File: config.mk
export PLATFORM = sky130hd
export DESIGN_NAME = step_pulse_generator_flat
export DESIGN_NICKNAME = d
export VERILOG_FILES = /design/src/rtl/stepper_pkg.sv /design/src/rtl/step_pulse_generator_if.sv /design/src/rtl/step_interval_timer.sv /design/src/rtl/step_pulse_generator.sv /design/src/flat_wrapper.sv
export SDC_FILE = /design/constraint.sdc
export NUM_CORES = 1
export LEC_CHECK = 0
export CORE_ASPECT_RATIO = 1.25
export CORE_MARGIN = 5
export CORE_UTILIZATION = 40
export CTS_CLUSTER_DIAMETER = 120
export DETAILED_ROUTE_END_ITERATION = 12
export HOLD_SLACK_MARGIN = 0.05
export SKIP_CTS_REPAIR_TIMING = 1
export SYNTH_ARGS = -nofsm -noshare
export SYNTH_HDL_FRONTEND = slang
export SYNTH_SLANG_ARGS = --single-unit
File: constraint.sdc
create_clock -name clk -period 5.95 [get_ports clk]
set_clock_uncertainty 0.2 [all_clocks]
set_input_delay 1.19 -clock clk [delete_from_list [all_inputs] [get_ports clk]]
set_output_delay 1.19 -clock clk [all_outputs]
set_load 0.01 [all_outputs]
File: src/rtl/stepper_pkg.sv
// Shared types and timing defaults for the step/dir pulse generator.
// Holds the FSM state enum and the minimum-period helper.
package stepper_pkg;

  typedef enum logic [1:0] {
    IDLE,
    DIR_SETUP,
    STEP_HIGH,
    STEP_LOW
  } state_e;

  localparam int unsigned STEP_HIGH_CYC_DEF    = 4;
  localparam int unsigned STEP_LOW_MIN_CYC_DEF = 4;
  localparam int unsigned DIR_SETUP_CYC_DEF    = 8;
  localparam int unsigned DIR_HOLD_CYC_DEF     = 4;

  function automatic int unsigned min_period(
    input int unsigned high_cyc,
    input int unsigned low_min_cyc
  );
    return high_cyc + low_min_cyc;
  endfunction

endpackage

File: src/rtl/step_pulse_generator_if.sv
// Move-command valid/ready channel into a step pulse generator.
// master: command source; slave: the generator (drives cmd_ready).
interface step_pulse_generator_if #(
  parameter int unsigned COUNT_W  = 16,
  parameter int unsigned PERIOD_W = 16
) ();

  logic                cmd_valid;
  logic                cmd_ready;
  logic                cmd_dir;
  logic [COUNT_W-1:0]  cmd_steps;
  logic [PERIOD_W-1:0] cmd_period;

  modport master (
    output cmd_valid,
    output cmd_dir,
    output cmd_steps,
    output cmd_period,
    input  cmd_ready
  );

  modport slave (
    input  cmd_valid,
    input  cmd_dir,
    input  cmd_steps,
    input  cmd_period,
    output cmd_ready
  );

endinterface

File: src/rtl/step_interval_timer.sv
// Loadable down-counter timing one interval of load_val cycles.
// Ports: clk, reset_n, load/load_val, en, expired (last cycle).
module step_interval_timer #(
  parameter int unsigned PERIOD_W = 16
) (
  input  logic                clk,
  input  logic                reset_n,
  input  logic                load,
  input  logic [PERIOD_W-1:0] load_val,
  input  logic                en,
  output logic                expired
);

  logic [PERIOD_W-1:0] cnt_q;
  logic [PERIOD_W-1:0] cnt_d;

  always_comb begin
    cnt_d = cnt_q;
    if (load) begin
      cnt_d = load_val;
    end else if (en && cnt_q != '0) begin
      cnt_d = cnt_q - PERIOD_W'(1);
    end
  end

  always_ff @(posedge clk) begin
    if (!reset_n) begin
      cnt_q <= '0;
    end else begin
      cnt_q <= cnt_d;
    end
  end

  // Loaded with N at the entry edge, so the count reads 1
  // in the N-th cycle of the interval.
  assign expired = en && (cnt_q == PERIOD_W'(1));

endmodule

File: src/rtl/step_pulse_generator.sv
// Step/dir pulse train for one stepper axis from move commands.
// Ports: clk, reset_n, cmd (valid/ready), abort, pos_load/pos_value,
// step, dir, busy, done, aborted, steps_left, position.
module step_pulse_generator
  import stepper_pkg::*;
#(
  parameter int unsigned COUNT_W          = 16,
  parameter int unsigned PERIOD_W         = 16,
  parameter int unsigned POS_W            = 32,
  parameter int unsigned STEP_HIGH_CYC    = STEP_HIGH_CYC_DEF,
  parameter int unsigned STEP_LOW_MIN_CYC = STEP_LOW_MIN_CYC_DEF,
  parameter int unsigned DIR_SETUP_CYC    = DIR_SETUP_CYC_DEF,
  parameter int unsigned DIR_HOLD_CYC     = DIR_HOLD_CYC_DEF
) (
  input  logic                 clk,
  input  logic                 reset_n,
  step_pulse_generator_if.slave cmd,
  input  logic                 abort,
  input  logic                 pos_load,
  input  logic [POS_W-1:0]     pos_value,
  output logic                 step,
  output logic                 dir,
  output logic                 busy,
  output logic                 done,
  output logic                 aborted,
  output logic [COUNT_W-1:0]   steps_left,
  output logic [POS_W-1:0]     position
);

  localparam int unsigned MIN_P_I =
    min_period(STEP_HIGH_CYC, STEP_LOW_MIN_CYC);

  // Low time after an aborted pulse; it must also cover dir hold.
  localparam int unsigned ABORT_LOW_I =
    (DIR_HOLD_CYC > MIN_P_I) ?
    DIR_HOLD_CYC - STEP_HIGH_CYC : STEP_LOW_MIN_CYC;

  localparam logic [PERIOD_W-1:0] MIN_P     = PERIOD_W'(MIN_P_I);
  localparam logic [PERIOD_W-1:0] HIGH_T    = PERIOD_W'(STEP_HIGH_CYC);
  localparam logic [PERIOD_W-1:0] SETUP_T   = PERIOD_W'(DIR_SETUP_CYC);
  localparam logic [PERIOD_W-1:0] ABORT_LOW = PERIOD_W'(ABORT_LOW_I);

  state_e              state_q, state_d;
  logic                step_q, step_d;
  logic                dir_q, dir_d;
  logic                busy_q, busy_d;
  logic                done_q, done_d;
  logic                aborted_q, aborted_d;
  logic                ready_q, ready_d;
  logic                abort_pend_q, abort_pend_d;
  logic [COUNT_W-1:0]  steps_left_q, steps_left_d;
  logic [POS_W-1:0]    position_q, position_d;
  logic [PERIOD_W-1:0] period_q, period_d;

  logic                accept;
  logic [PERIOD_W-1:0] eff_period;
  logic [POS_W-1:0]    pos_base;
  logic [POS_W-1:0]    pos_inc;
  logic                tmr_load;
  logic [PERIOD_W-1:0] tmr_val;
  logic                tmr_en;
  logic                tmr_exp;

  assign accept = cmd.cmd_valid && ready_q;

  assign eff_period =
    (cmd.cmd_period < MIN_P) ? MIN_P : cmd.cmd_period;

  // +1 when dir=1, all-ones (-1) when dir=0.
  assign pos_inc = {{(POS_W-1){~dir_q}}, 1'b1};

  assign tmr_en = (state_q != IDLE);

  step_interval_timer #(
    .PERIOD_W (PERIOD_W)
  ) u_timer (
    .clk      (clk),
    .reset_n  (reset_n),
    .load     (tmr_load),
    .load_val (tmr_val),
    .en       (tmr_en),
    .expired  (tmr_exp)
  );

  always_comb begin
    state_d      = state_q;
    step_d       = step_q;
    dir_d        = dir_q;
    done_d       = 1'b0;
    aborted_d    = aborted_q;
    abort_pend_d = abort_pend_q;
    steps_left_d = steps_left_q;
    position_d   = position_q;
    period_d     = period_q;
    pos_base     = position_q;
    tmr_load     = 1'b0;
    tmr_val      = '0;

    unique case (state_q)
      IDLE: begin
        abort_pend_d = 1'b0;
        // A coincident load lands first; the first
        // step then counts from the loaded value.
        if (pos_load) begin
          position_d = pos_value;
          pos_base   = pos_value;
        end
        if (accept) begin
          period_d     = eff_period;
          steps_left_d = cmd.cmd_steps;
          aborted_d    = 1'b0;
          if (cmd.cmd_steps == '0) begin
            done_d = 1'b1;
          end else if (cmd.cmd_dir != dir_q) begin
            dir_d    = cmd.cmd_dir;
            state_d  = DIR_SETUP;
            tmr_load = 1'b1;
            tmr_val  = SETUP_T;
          end else begin
            state_d      = STEP_HIGH;
            step_d       = 1'b1;
            steps_left_d = cmd.cmd_steps - COUNT_W'(1);
            position_d   = pos_base + pos_inc;
            tmr_load     = 1'b1;
            tmr_val      = HIGH_T;
          end
        end
      end

      DIR_SETUP: begin
        if (abort) begin
          state_d   = IDLE;
          done_d    = 1'b1;
          aborted_d = 1'b1;
        end else if (tmr_exp) begin
          state_d      = STEP_HIGH;
          step_d       = 1'b1;
          steps_left_d = steps_left_q - COUNT_W'(1);
          position_d   = position_q + pos_inc;
          tmr_load     = 1'b1;
          tmr_val      = HIGH_T;
        end
      end

      STEP_HIGH: begin
        // Never cut the pulse short; remember the abort.
        if (abort) begin
          abort_pend_d = 1'b1;
        end
        if (tmr_exp) begin
          state_d  = STEP_LOW;
          step_d   = 1'b0;
          tmr_load = 1'b1;
          if (abort || abort_pend_q) begin
            tmr_val = ABORT_LOW;
          end else begin
            tmr_val = period_q - HIGH_T;
          end
        end
      end

      STEP_LOW: begin
        if (abort || (tmr_exp && abort_pend_q)) begin
          state_d      = IDLE;
          done_d       = 1'b1;
          aborted_d    = 1'b1;
          abort_pend_d = 1'b0;
        end else if (tmr_exp) begin
          if (steps_left_q != '0) begin
            state_d      = STEP_HIGH;
            step_d       = 1'b1;
            steps_left_d = steps_left_q - COUNT_W'(1);
            position_d   = position_q + pos_inc;
            tmr_load     = 1'b1;
            tmr_val      = HIGH_T;
          end else begin
            state_d = IDLE;
            done_d  = 1'b1;
          end
        end
      end

      default: begin
        state_d = IDLE;
      end
    endcase

    busy_d  = (state_d != IDLE);
    ready_d = (state_d == IDLE);
  end

  always_ff @(posedge clk) begin
    if (!reset_n) begin
      state_q      <= IDLE;
      step_q       <= 1'b0;
      dir_q        <= 1'b0;
      busy_q       <= 1'b0;
      done_q       <= 1'b0;
      aborted_q    <= 1'b0;
      ready_q      <= 1'b0;
      abort_pend_q <= 1'b0;
      steps_left_q <= '0;
      position_q   <= '0;
      period_q     <= '0;
    end else begin
      state_q      <= state_d;
      step_q       <= step_d;
      dir_q        <= dir_d;
      busy_q       <= busy_d;
      done_q       <= done_d;
      aborted_q    <= aborted_d;
      ready_q      <= ready_d;
      abort_pend_q <= abort_pend_d;
      steps_left_q <= steps_left_d;
      position_q   <= position_d;
      period_q     <= period_d;
    end
  end

  assign cmd.cmd_ready = ready_q;
  assign step          = step_q;
  assign dir           = dir_q;
  assign busy          = busy_q;
  assign done          = done_q;
  assign aborted       = aborted_q;
  assign steps_left    = steps_left_q;
  assign position      = position_q;

endmodule
File: src/flat_wrapper.sv
// flat-port wrapper written by rule: the top's interface ports become plain ports
module step_pulse_generator_flat import stepper_pkg::*;
#(
  parameter int unsigned COUNT_W          = 16,
  parameter int unsigned PERIOD_W         = 16,
  parameter int unsigned POS_W            = 32,
  parameter int unsigned STEP_HIGH_CYC    = STEP_HIGH_CYC_DEF,
  parameter int unsigned STEP_LOW_MIN_CYC = STEP_LOW_MIN_CYC_DEF,
  parameter int unsigned DIR_SETUP_CYC    = DIR_SETUP_CYC_DEF,
  parameter int unsigned DIR_HOLD_CYC     = DIR_HOLD_CYC_DEF
)
  (clk, reset_n, abort, pos_load, pos_value, step, dir, busy, done, aborted, steps_left, position, cmd_cmd_valid, cmd_cmd_dir, cmd_cmd_steps, cmd_cmd_period, cmd_cmd_ready);
  step_pulse_generator_if #(.COUNT_W(COUNT_W), .PERIOD_W(PERIOD_W)) cmd_i ();
  input  logic clk;
  input  logic reset_n;
  input  logic abort;
  input  logic pos_load;
  input  logic [POS_W-1:0] pos_value;
  output logic step;
  output logic dir;
  output logic busy;
  output logic done;
  output logic aborted;
  output logic [COUNT_W-1:0] steps_left;
  output logic [POS_W-1:0] position;
  input wire logic [$bits(cmd_i.cmd_valid)-1:0] cmd_cmd_valid;
  input wire logic [$bits(cmd_i.cmd_dir)-1:0] cmd_cmd_dir;
  input wire logic [$bits(cmd_i.cmd_steps)-1:0] cmd_cmd_steps;
  input wire logic [$bits(cmd_i.cmd_period)-1:0] cmd_cmd_period;
  output wire logic [$bits(cmd_i.cmd_ready)-1:0] cmd_cmd_ready;
  assign cmd_i.cmd_valid = cmd_cmd_valid;
  assign cmd_i.cmd_dir = cmd_cmd_dir;
  assign cmd_i.cmd_steps = cmd_cmd_steps;
  assign cmd_i.cmd_period = cmd_cmd_period;
  assign cmd_cmd_ready = cmd_i.cmd_ready;
  step_pulse_generator #(.COUNT_W(COUNT_W), .PERIOD_W(PERIOD_W), .POS_W(POS_W), .STEP_HIGH_CYC(STEP_HIGH_CYC), .STEP_LOW_MIN_CYC(STEP_LOW_MIN_CYC), .DIR_SETUP_CYC(DIR_SETUP_CYC), .DIR_HOLD_CYC(DIR_HOLD_CYC)) u_core (.clk(clk), .reset_n(reset_n), .cmd(cmd_i), .abort(abort), .pos_load(pos_load), .pos_value(pos_value), .step(step), .dir(dir), .busy(busy), .done(done), .aborted(aborted), .steps_left(steps_left), .position(position));
endmodule
==> out/qor.log <==
INFO  yosys          synthTopCellsByArea=sky130_fd_sc_hd__dfxtp_1 (20%), sky130_fd_sc_hd__ha_1 (9.7%), sky130_fd_sc_hd__a21oi_1 (7.9%)
INFO  floorplan      dieHeight=177um
INFO  yosys          yosysWarnings=0
INFO  cells_and_area layout.nets=1433
INFO  pwr            power_leakage=4.07nW
INFO  clock_network  clock-root-buffer=sky130_fd_sc_hd__clkbuf_16
INFO  sta            timing_worst_slew_pin_value=1.08ns
INFO  global_route   pin_count_of_the_biggest_net_entering_global_routing=49
INFO  min_path       worst_hold_path_type=reg -> reg
INFO  global_route   groute.usage.overall=22.5%
INFO  placement      dpl.hpwl=21800um
INFO  cells_and_area layout_stage_area_growth_over_the_synthesis_result=19.3%
INFO  yosys          synth_ff_type=sky130_fd_sc_hd__dfxtp_1
INFO  detailed_routing wirelength=29200um
INFO  critical_path  critical_path_arrival=5.02ns
INFO  sta            rsz_0062_raised_after_global_routing=no
INFO  floorplan      placeableCoreArea=22100um2
INFO  yosys          synthesized_area_fraction_occupied_by_ao_oa_aoi_and_oai_cells=30.8%
INFO  cells_and_area postLayoutCellArea=10600um2
INFO  cells_and_area insertedDiodeCount=0
INFO  detailed_routing viasPerCell=5.90
INFO  placement      place_area=10300um2
INFO  floorplan      ios=124
INFO  yosys          post_synthesis_share_of_cell_area_spent_on_and_or_nand_and_nor_gates=22.3%
INFO  sta            finalSetupTns=0ns
INFO  floorplan      initial_core_util=40.3%
INFO  global_route   wire_length_of_the_first_global_routing_pass=46200um
INFO  yosys          synth-async-reset-ratio=0%
INFO  critical_path  timing.critical_path.to_type=flip-flop
INFO  detailed_routing routedWlPerCell=18.5um
INFO  sta            min_period_over_period=83.5%
INFO  yosys          synthDistinctLibCells=76
INFO  yosys          synthesis.instances=1212
INFO  placement      gp_congestion=0.923
INFO  sta            maxClockFrequency=201MHz
INFO  detailed_routing ant_nets=0
INFO  yosys          netlist.area_leader.share=20.0%
INFO  placement      port-buffer-count=123
INFO  critical_path  crit_path_top_delay_cell=sky130_fd_sc_hd__clkdlybuf4s50_1
INFO  yosys          synth-edff-count=0
INFO  critical_path  worstPathRequired=6.00ns
INFO  floorplan      design.die.area=25300um2
INFO  cells_and_area sequential_cell_area=1780um2
INFO  clock_network  clock-sinks=89
INFO  sta            slew_headroom=27.6%
INFO  outcome        outcome=completed
INFO  critical_path  path_max_fanout=21
INFO  clock_network  cts_inserted_buffers=9
INFO  run            max_cap_viol_count=0
INFO  yosys          synth.most_common_cell=sky130_fd_sc_hd__a21oi_1
INFO  global_route   grt_antenna_before_repair=0
INFO  floorplan      die_x=143um
INFO  critical_path  worstSetupStartpointType=primary input
INFO  yosys          syn_nets=1353
INFO  cells_and_area multi_input_area=6740um2
INFO  yosys          xor_xnor_fraction_of_synth_area=6.99%
INFO  yosys          synth.area.mux_share=5.40%
INFO  detailed_routing post_route_drc_violation_count=0
INFO  detailed_routing detailroute.via_count=9328
INFO  clock_network  cts_tree=done
INFO  clock_network  cts_htree_levels=3
INFO  detailed_routing drt-pass1-iter-count=5
INFO  sta            finalHoldViolations=0
INFO  yosys          synth_top_cells_by_count=sky130_fd_sc_hd__a21oi_1 (140), sky130_fd_sc_hd__nand2_1 (134), sky130_fd_sc_hd__nor2_1 (104)
INFO  pwr            fin_total_pwr=0.00427W
INFO  yosys          post-synth-top-area-cell=sky130_fd_sc_hd__dfxtp_1
INFO  yosys          area_share_of_fa_ha_maj_cells_after_synthesis=10.2%
INFO  sta            setup_violations=0
INFO  clock_network  cts.clk_slew.worst_paths=0.07ns
INFO  floorplan      fp-row-count=61
INFO  yosys          synth_sequential_area_ratio=20.0%
INFO  pwr            worst_ir_drop_vdd=154uV
INFO  critical_path  timing.critical_path.cells=clkdlybuf4s50_1 > buf_12 > mux2_2 > ha_1 > and3_1 > o21ai_0 > nand3_1 > o311ai_0 > buf_4 > nand4b_1 > nand2_1 > xor2_1 > a211oi_1 > a311o_1
INFO  clock_network  clock_path_buffers=2
INFO  critical_path  worst-setup-path-type=in -> reg
INFO  cells_and_area post_route_cells_drive_above_1_share=6.94%
INFO  yosys          synthesis.area=8900um2
INFO  global_route   grt_pass1_vias=8861
INFO  detailed_routing drt-initial-drc-count=716
INFO  cells_and_area final_core_util=48.1%
INFO  critical_path  slowest_delay=0.90ns
INFO  yosys          avgSynthCellArea=7.34um2
INFO  cells_and_area layout.cells.non_filler=1580
INFO  yosys          yosys_register_bits=89
INFO  global_route   global_route.overflow_total=0
INFO  sta            final_max_slew_viol_count=0
INFO  cells_and_area layout.filler_cells=2288
INFO  yosys          synth_top_family_by_area=compound AO/OA/AOI/OAI gates
INFO  sta            final_period_minus_worst_setup_slack=4.97ns
INFO  placement      place_inst=1564
INFO  pwr            power_density_relative_to_cell_area=402nW/um2
INFO  clock_network  worst_skew_pair.late_latency=0.36ns
path summary, 6_finish.rpt:
check                                                       from                                to  slack [ns]  cells after the start
worst max register to register           u_core.dir$_SDFFE_PN0P_  u_core.position[31]$_SDFFE_PN0P_        1.16                     11
worst min register to register  u_core.period_q[15]$_SDFFE_PN0P_  u_core.period_q[15]$_SDFFE_PN0P_        0.27                      2
worst min-delay path            u_core.period_q[15]$_SDFFE_PN0P_  u_core.period_q[15]$_SDFFE_PN0P_        0.27                      2
worst max-delay path                                    pos_load  u_core.position[28]$_SDFFE_PN0P_        0.98                     14
registers in the layout, indices dropped and copies added (netlist names), 2 cells and up:
| register | count |
|---|---|
| u_core.position | 32 |
| u_core.period_q | 16 |
| u_core.steps_left | 16 |
| u_core.u_timer.cnt_q | 16 |
| u_core.state_q | 2 |
layout by cell type, fill, tap and decap left out, types with 8 or more instances in the layout:
master and n:
sky130_fd_sc_hd__nand3_1 34, sky130_fd_sc_hd__dfxtp_1 88, sky130_fd_sc_hd__and2_1 14, sky130_fd_sc_hd__nor4_1 14
sky130_fd_sc_hd__buf_4 12, sky130_fd_sc_hd__a31oi_1 15, sky130_fd_sc_hd__and3_1 9, sky130_fd_sc_hd__clkbuf_16 9
sky130_fd_sc_hd__xnor2_1 40, sky130_fd_sc_hd__a21o_1 28, sky130_fd_sc_hd__mux2_2 32, sky130_fd_sc_hd__nand4_1 12
sky130_fd_sc_hd__ha_1 69, sky130_fd_sc_hd__nand2_1 134, sky130_fd_sc_hd__xor2_1 31, sky130_fd_sc_hd__mux2i_1 12
sky130_fd_sc_hd__nor3_1 38, sky130_fd_sc_hd__or3_1 10, sky130_fd_sc_hd__o21ai_0 88, sky130_fd_sc_hd__o21a_1 14
sky130_fd_sc_hd__nor2_1 104, sky130_fd_sc_hd__o22ai_1 8, sky130_fd_sc_hd__a21oi_1 140, sky130_fd_sc_hd__o211ai_1 18
sky130_fd_sc_hd__clkdlybuf4s50_1 123, sky130_fd_sc_hd__inv_1 21, sky130_fd_sc_hd__nor2b_1 12, sky130_fd_sc_hd__a211oi_1 24
sky130_fd_sc_hd__or2_2 8, sky130_fd_sc_hd__o21bai_1 12, sky130_fd_sc_hd__o31ai_1 11
stage by stage:
step | setup slack [ns] | hold WS, ns
after floorplan | 1.30 | 0.244
after global placement | 0.669 | 0.253
after detailed placement | 0.668 | 0.257
after CTS | 1.04 | 0.274
after global routing | 0.788 | 0.298
final | 0.982 | 0.271
routing by layer:
layer | wire length (um) | GRT usage [%] | up-vias
met5 | 0 | 0 | -
met4 | 1030 | 9.34 | 0
met3 | 1210 | 2.27 | 63
met2 | 14100 | 38.8 | 266
met1 | 12900 | 28.4 | 4329
li1 | - | - | 4670
cell type report:
type / count / share of cell area [%]
sequential: 89 / 16.8
tap: 283 / 3.34
multi-input combinational: 1033 / 63.5
timing repair buffer: 136 / 12.6
clock buffer: 9 / 2.12
clock inverter: 7 / 0.778
inverter: 23 / 0.814
where the power goes:
| group | internal, W | total [W] | switching, W |
|---|---|---|---|
| combinational | 0.00119 | 0.00279 | 0.00160 |
| clock | 0.000334 | 0.000617 | 0.000283 |
| sequential | 0.000709 | 0.000863 | 0.000154 |
| total | 0.00223 | 0.00427 | 0.00204 |
logic make-up after synthesis:
| kind of cell | Yosys count |
|---|---|
| and+or+nand+nor | 418 |
| DFF | 89 |
| muxes | 44 |
| adders and majority gates | 71 |
| buffers and inverters | 90 |
| AOI/OAI and AO/OA | 429 |
| xor gates and xnor gates | 71 |
worst max-delay path, delay by kind of cell:
| kind | cells | cell delay (ns) |
|---|---|---|
| buffers and inverters | 3 | 1.36 |
| AOI/OAI and AO/OA | 4 | 0.96 |
| and+or+nand+nor | 4 | 0.57 |
| adders and majority gates | 1 | 0.39 |
| muxes | 1 | 0.37 |
| xor gates and xnor gates | 1 | 0.16 |
Note: power is estimated with default switching activity, not from simulation.
